==> config.mk <==
export PLATFORM = sky130hd
export DESIGN_NAME = postcode_host
export DESIGN_NICKNAME = d
export VERILOG_FILES = /design/src/rtl/postcode_host.sv
export SDC_FILE = /design/constraint.sdc
export NUM_CORES = 1
export LEC_CHECK = 0
export CAP_MARGIN = 20
export CORE_MARGIN = 1
export CORE_UTILIZATION = 45
export CTS_CLUSTER_DIAMETER = 50
export DETAILED_ROUTE_END_ITERATION = 6
export PLACE_DENSITY_LB_ADDON = 0.12
export RECOVER_POWER = 100
export SLEW_MARGIN = 20
export SYNTH_ARGS = -nofsm -noshare
export SYNTH_HDL_FRONTEND = slang
export SYNTH_SLANG_ARGS = --single-unit
export TNS_END_PERCENT = 100
==> constraint.sdc <==
create_clock -name refclk -period 2.85 [get_ports refclk]
set_input_delay 0.7125 -clock refclk [delete_from_list [all_inputs] [get_ports refclk]]
set_output_delay 0.7125 -clock refclk [all_outputs]
set_load 0.03 [all_outputs]
==> src/rtl/postcode_host.sv <==
// postcode_host: host-side TESTREQ/TESTACK pulse initiator.
// Runs one OUTPUT or INPUT byte transfer per accepted command.
module postcode_host #(
  parameter int PULSE_HIGH = 2,
  parameter int PULSE_LOW  = 2,
  parameter int GAP        = 64,
  parameter int POLL_LIMIT = 16
) (
  input  logic       refclk,
  input  logic       rst_n,
  input  logic       cmd_valid,
  output logic       cmd_ready,
  input  logic       cmd_dir,
  input  logic [7:0] cmd_data,
  output logic       rsp_valid,
  output logic [7:0] rsp_data,
  output logic [1:0] rsp_status,
  output logic       testreq,
  input  logic       testack
);

  localparam int TMX0 =
    (PULSE_HIGH > PULSE_LOW) ? PULSE_HIGH : PULSE_LOW;
  localparam int TMAX = (GAP > TMX0) ? GAP : TMX0;
  localparam int TW   = $clog2(TMAX + 1);
  localparam int RW   = $clog2(POLL_LIMIT + 1);

  localparam logic [TW-1:0] T_HI  = TW'(PULSE_HIGH - 1);
  localparam logic [TW-1:0] T_LO  = TW'(PULSE_LOW - 1);
  localparam logic [TW-1:0] T_GAP = TW'(GAP - 1);
  localparam logic [TW-1:0] T_ONE = TW'(1);
  localparam logic [RW-1:0] R_LST = RW'(POLL_LIMIT - 1);
  localparam logic [RW-1:0] R_ONE = RW'(1);

  localparam logic [1:0] ST_OK   = 2'b00;
  localparam logic [1:0] ST_POLL = 2'b01;
  localparam logic [1:0] ST_NONE = 2'b10;

  typedef enum logic [2:0] {
    S_IDLE,
    S_HI,
    S_LO,
    S_GAP,
    S_DONE
  } state_t;

  typedef enum logic [2:0] {
    OPOLL,
    OBIT,
    ODUMMY,
    IPOLL,
    IBIT
  } phase_t;

  state_t          state;
  phase_t          phase;
  logic [3:0]      pulse_cnt;
  logic [2:0]      bit_cnt;
  logic [RW-1:0]   retry_cnt;
  logic [TW-1:0]   timer;
  logic [7:0]      tx_sh;
  logic [7:0]      rx_sh;
  logic            nack;
  logic            rdy;
  logic [3:0]      grp_len;

  // Number of pulses making up one group in the current phase
  always_comb begin
    grp_len = 4'd3;
    unique case (phase)
      OBIT:    grp_len = tx_sh[7] ? 4'd1 : 4'd2;
      IPOLL:   grp_len = 4'd4;
      default: grp_len = 4'd3;
    endcase
  end

  // Main sequencer: pulse timing, sampling and command completion
  always_ff @(posedge refclk or negedge rst_n) begin
    if (!rst_n) begin
      state      <= S_IDLE;
      phase      <= OPOLL;
      pulse_cnt  <= '0;
      bit_cnt    <= '0;
      retry_cnt  <= '0;
      timer      <= '0;
      tx_sh      <= '0;
      rx_sh      <= '0;
      nack       <= 1'b0;
      rdy        <= 1'b0;
      testreq    <= 1'b0;
      cmd_ready  <= 1'b0;
      rsp_valid  <= 1'b0;
      rsp_data   <= '0;
      rsp_status <= ST_OK;
    end else begin
      unique case (state)
        S_IDLE: begin
          if (!cmd_ready) begin
            cmd_ready <= 1'b1;
          end else if (cmd_valid) begin
            cmd_ready <= 1'b0;
            testreq   <= 1'b1;
            state     <= S_HI;
            timer     <= T_HI;
            phase     <= cmd_dir ? IPOLL : OPOLL;
            tx_sh     <= cmd_data;
            rx_sh     <= '0;
            pulse_cnt <= '0;
            bit_cnt   <= 3'd7;
            retry_cnt <= '0;
            nack      <= 1'b0;
            rdy       <= 1'b0;
          end
        end

        S_HI: begin
          if (timer != '0) begin
            timer <= timer - T_ONE;
          end else begin
            testreq <= 1'b0;
            state   <= S_LO;
            timer   <= T_LO;
            if (pulse_cnt != 4'hf)
              pulse_cnt <= pulse_cnt + 4'd1;
            if (pulse_cnt == 4'd0 && !testack)
              nack <= 1'b1;
            unique case (phase)
              OPOLL:
                if (pulse_cnt == 4'd2) rdy <= testack;
              IPOLL:
                if (pulse_cnt >= 4'd3) rdy <= testack;
              IBIT:
                rx_sh <= {rx_sh[6:0], testack};
              default: ;
            endcase
          end
        end

        S_LO: begin
          if (timer != '0) begin
            timer <= timer - T_ONE;
          end else if (nack) begin
            if (pulse_cnt < grp_len) begin
              state   <= S_HI;
              testreq <= 1'b1;
              timer   <= T_HI;
            end else begin
              state <= S_GAP;
              timer <= T_GAP;
            end
          end else begin
            unique case (phase)
              IPOLL: begin
                if (pulse_cnt < 4'd4) begin
                  state   <= S_HI;
                  testreq <= 1'b1;
                  timer   <= T_HI;
                end else if (rdy) begin
                  phase   <= IBIT;
                  bit_cnt <= 3'd7;
                  state   <= S_HI;
                  testreq <= 1'b1;
                  timer   <= T_HI;
                end else if (retry_cnt == R_LST) begin
                  state <= S_GAP;
                  timer <= T_GAP;
                end else begin
                  retry_cnt <= retry_cnt + R_ONE;
                  state     <= S_HI;
                  testreq   <= 1'b1;
                  timer     <= T_HI;
                end
              end
              IBIT: begin
                if (bit_cnt == 3'd0) begin
                  state <= S_GAP;
                  timer <= T_GAP;
                end else begin
                  bit_cnt <= bit_cnt - 3'd1;
                  state   <= S_HI;
                  testreq <= 1'b1;
                  timer   <= T_HI;
                end
              end
              default: begin
                if (pulse_cnt < grp_len) begin
                  state   <= S_HI;
                  testreq <= 1'b1;
                  timer   <= T_HI;
                end else begin
                  state <= S_GAP;
                  timer <= T_GAP;
                end
              end
            endcase
          end
        end

        S_GAP: begin
          if (timer != '0) begin
            timer <= timer - T_ONE;
          end else if (nack) begin
            state      <= S_DONE;
            rsp_valid  <= 1'b1;
            rsp_status <= ST_NONE;
            rsp_data   <= '0;
          end else begin
            unique case (phase)
              OPOLL: begin
                if (rdy) begin
                  phase     <= OBIT;
                  bit_cnt   <= 3'd7;
                  pulse_cnt <= '0;
                  rdy       <= 1'b0;
                  state     <= S_HI;
                  testreq   <= 1'b1;
                  timer     <= T_HI;
                end else if (retry_cnt == R_LST) begin
                  state      <= S_DONE;
                  rsp_valid  <= 1'b1;
                  rsp_status <= ST_POLL;
                  rsp_data   <= '0;
                end else begin
                  retry_cnt <= retry_cnt + R_ONE;
                  pulse_cnt <= '0;
                  state     <= S_HI;
                  testreq   <= 1'b1;
                  timer     <= T_HI;
                end
              end
              OBIT: begin
                if (bit_cnt == 3'd0) begin
                  phase <= ODUMMY;
                end else begin
                  bit_cnt <= bit_cnt - 3'd1;
                  tx_sh   <= {tx_sh[6:0], 1'b0};
                end
                pulse_cnt <= '0;
                state     <= S_HI;
                testreq   <= 1'b1;
                timer     <= T_HI;
              end
              IPOLL: begin
                state      <= S_DONE;
                rsp_valid  <= 1'b1;
                rsp_status <= ST_POLL;
                rsp_data   <= '0;
              end
              IBIT: begin
                state      <= S_DONE;
                rsp_valid  <= 1'b1;
                rsp_status <= ST_OK;
                rsp_data   <= rx_sh;
              end
              default: begin
                state      <= S_DONE;
                rsp_valid  <= 1'b1;
                rsp_status <= ST_OK;
                rsp_data   <= '0;
              end
            endcase
          end
        end

        S_DONE: begin
          rsp_valid <= 1'b0;
          cmd_ready <= 1'b1;
          state     <= S_IDLE;
        end

        default: state <= S_IDLE;
      endcase
    end
  end

endmodule

==> key figures <==
Status
  – Outcome: finished, final reports clean

Cells and area
  – Filler cell count: 648
  – Fraction of final layout cells sized beyond drive strength 1: 9.21%
  – Fin nets: 402
  – Area growth from synthesis to layout: 15.3%
  – ANT cells: 0
  – Fin area: 3740 um^2

Clock tree
  – Worst-Skew Late Latency: 0.32 ns
  – CTS Buf Count: 5
  – CTS clock-pin slew for the worst setup and hold paths: 0.11 ns
  – Postcts setup bufs: 0
  – Hold buffer count at CTS: 0
  – Clock sink count: 56
  – TritonCTS clock tree: done
  – Cts repair resizes: 0
  – Max H-tree Level: 2
  – CTS Buffer Depth: 2
  – Clock root buffer: clkbuf_8

Drt
  – Top layer reached by signal wires: met4
  – Vias: 2770
  – Detail Route Antenna Nets: 0
  – DR vias/cell: 5.82
  – Met3 WL post-DR: 428 um
  – Initial DRC count: 209
  – Routed wl met2: 3.26 mm
  – TritonRoute pass-1 iters: 5
  – Final WL: 7.56 mm
  – DRT met1 WL: 3.71 mm
  – Routed len/inst: 15.9 um
  – Post-route DRC: 0

Global route
  – GRT overflow: 0
  – Initial antenna violation count: 0
  – All-Layer GR Usage: 21.6%
  – First-pass GRT wire length: 12.7 mm
  – Vias in the first global route: 2535
  – Largest net degree at the start of global routing: 57

Placement
  – Area after DPL: 3660 um^2
  – PortBufs: 25
  – DP HPWL: 5.51 mm
  – Placer Congestion: 0.888

Yosys
  – Net Count, Synth: 373
  – Seq cells post-synth: 56
  – Synth top area cells: dfrtp_1 (43%), o21ai_0 (5.2%), nand2_1 (4.6%)
  – Main combinational cell family by area after synthesis: simple AND/OR/NAND/NOR gates
  – Share of the synthesized area in the top cell type: 43.2%
  – Mapped Area: 3240 um^2
  – Cell variety after synth: 58
  – XOR/XNOR Fraction of Synth Area: 0%
  – Post-Synth Simple-Gate Area: 23.0%
  – Syn Inst Count: 350
  – Fraction of synthesized area in multiplexers: 4.48%
  – Fraction of registers with async set/reset: 100%
  – Post-synthesis sequential area ratio: 43.2%
  – Main synth FF type: dfrtp_1
  – Post-Syn Area per Cell: 9.26 um^2
  – Compound-Gate Fraction of Synth Area: 21.7%
  – Yosys top cell by area: dfrtp_1
  – Yosys warning total: 0
  – EDFF count, synth: 0
  – Post-Synth Adder-Cell Area: 3.86%

Min path
  – WHS Endpoint: rsp_data[3]
  – Min-delay src: rsp_data[3]
  – Hold path cells: 2
  – Worst Hold Class: flop to flop

Timing
  – Final TNS setup: 0 ns
  – Final period utilization: 94.0%
  – Max Fclk: 373 MHz
  – Crit path time final: 2.68 ns
  – Clock skew: 0.0137 ns
  – Final Hold Viols: 0
  – Worst slew margin: 7.61%
  – Slew Viols, Final: 0
  – Actual slew at the worst max-slew pin: 1.39 ns
  – RSZ-0062 raised after global routing: false
  – Final Setup Violations: 0

Power and ir drop
  – Worst IR Drop VDD: 0.218 mV
  – Leakage: 1.67 nW
  – Power density cells: 369 nW/um^2
  – Power, Total: 1.38 mW

Run
  – Max-cap violation count: 0

Setup path
  – RR Startpoint: timer[0]
  – Reg2Reg Setup Slack: 0.17 ns
  – Max Fanout on Critical Path: 6
  – Crit path largest cell delay: 0.42 ns
  – Crit-path cells: inv_1, ha_1, or3b_4, nor4_1, clkbuf_1, o21ai_0, a221o_1, a211o_1
  – R2R depth: 8
  – Critical Path Slowest Stage Cell: dfrtp_1
  – Setup CP Type: flop to flop
  – WP data arrival: 2.90 ns
  – WP data required: 3.07 ns
  – Crit. End Element: flop
  – Reg2reg end: pulse_cnt[2]
  – Kind of start point of the critical path: flop

Die
  – Initial Utilization: 47.2%
  – Die X: 86.9 um
  – Boundary Pins: 26
  – Die H: 86.9 um
  – FP Rows: 30
  – Full die area: 7550 um^2
  – Core area: 6870 um^2
-- layout by cell type (no fill, tap or decap), drive strengths merged, types with 5 or more instances in the layout --
cell type      Yosys  layout
or3                6       6
nor2              23      23
nand2             40      40
clkbuf            16      13
o31ai              5       5
nand3              6       6
nor4              10      10
o21ai             34      34
dlygate4sd3        0      13
nor3               9       9
ha                10      10
mux2i             10      10
dfrtp             56      56
clkdlybuf4s50      0      11
a211oi             6       6
a22o               8       8
inv               10      11
buf                5      12
a21oi             11      11
and3               8       8
nand2b             6       6
nor2b              7       7
-- flip-flops by register name, summed over array words and instances (netlist names) --
register	count
bit_cnt	3
cmd_ready	1
nack	1
phase	3
pulse_cnt	4
rdy	1
retry_cnt	5
rsp_data	8
rsp_status	2
rsp_valid	1
rx_sh	8
state	3
testreq	1
timer	7
tx_sh	8
-- report_power, final --
| part | total [mW] | switching, mW | internal [mW] | leakage [nW] |
|---|---|---|---|---|
| Combinational | 0.0374 | 0.0207 | 0.0167 | 0.859 |
| Clock | 0.548 | 0.281 | 0.266 | 0.0558 |
| Sequential | 0.794 | 0 | 0.794 | 0.753 |
-- per-stage QoR --
step	setup WS (ns)	hold slack [ns]	util [%]	std cells
2_1_floorplan	0.531	0.417	-	350
3_3_place_gp	0.257	0.461	53.2	468
3_5_place_dp	0.193	0.469	53.2	468
4_1_cts	0.172	0.493	54.9	476
5_1_grt	0.0194	0.507	54.4	476
6_report	0.172	0.480	54.4	476
-- routing by layer --
layer	vias to the layer above	GRT usage [%]
li1	1356	-
met5	-	0
met4	0	7.42
met2	90	32.1
met3	16	3.22
met1	1308	32.2
-- critical path: cells and delay by family (launching register included) --
kind | cells | cell delay [ns]
buf+inv | 2 | 0.40
compound gates | 3 | 0.87
fa+ha+maj | 1 | 0.19
flops | 1 | 0.42
simple gates | 2 | 0.69
-- kinds of logic after synthesis --
family / Yosys count
compound gates: 100
fa+ha+maj: 10
buf+inv: 31
flops: 56
mux: 14
simple gates: 139
-- final cells by class --
type                    count  area [um^2]  share of cell area [%]
well taps                  96          120                    3.21
multi-input cells         263         1710                    45.8
clock inverters             2         38.8                    1.04
repair buffers             43          357                    9.54
flip-flops and latches     56         1400                    37.5
clock buffers               6         72.6                    1.94
inverters                  10         37.5                    1.00
-- synth_stat cells, types with 2 or more instances --
library cell / instances
o21ai_0: 34
nor2b_1: 7
nor4_1: 8
a21oi_1: 11
o211ai_1: 3
or4_1: 3
inv_1: 10
nor4_2: 2
nor2_1: 23
a32o_1: 2
a211oi_1: 5
nand3b_1: 3
clkbuf_1: 16
nand2_1: 40
o2111ai_1: 2
a41oi_1: 2
or3_1: 6
or2_2: 3
nor3b_1: 3
nand2b_1: 6
mux2_2: 4
ha_1: 10
o311ai_0: 3
a221oi_1: 2
mux2i_1: 10
a21o_1: 3
nor3_1: 9
dfrtp_1: 56
buf_2: 5
and3_1: 8
o31ai_1: 4
a31oi_1: 3
or3b_2: 2
nand3_1: 6
a22o_1: 8
a211o_1: 3
o22a_1: 2
and2_1: 2
a2bb2oi_1: 2
-- worst max-delay path by stage --
stage                        start            end  slack, ns  cells after the start
after floorplan           timer[0]  rsp_status[0]       0.53                      8
after global placement    timer[0]  rsp_status[0]       0.26                      7
after detailed placement  timer[0]  rsp_status[0]       0.19                      7
after CTS                 timer[0]  rsp_status[0]       0.17                      7
after global routing      timer[0]  rsp_status[0]       0.02                      7
final                     timer[0]   pulse_cnt[2]       0.17                      8
Note: power is estimated with default switching activity, not from simulation.
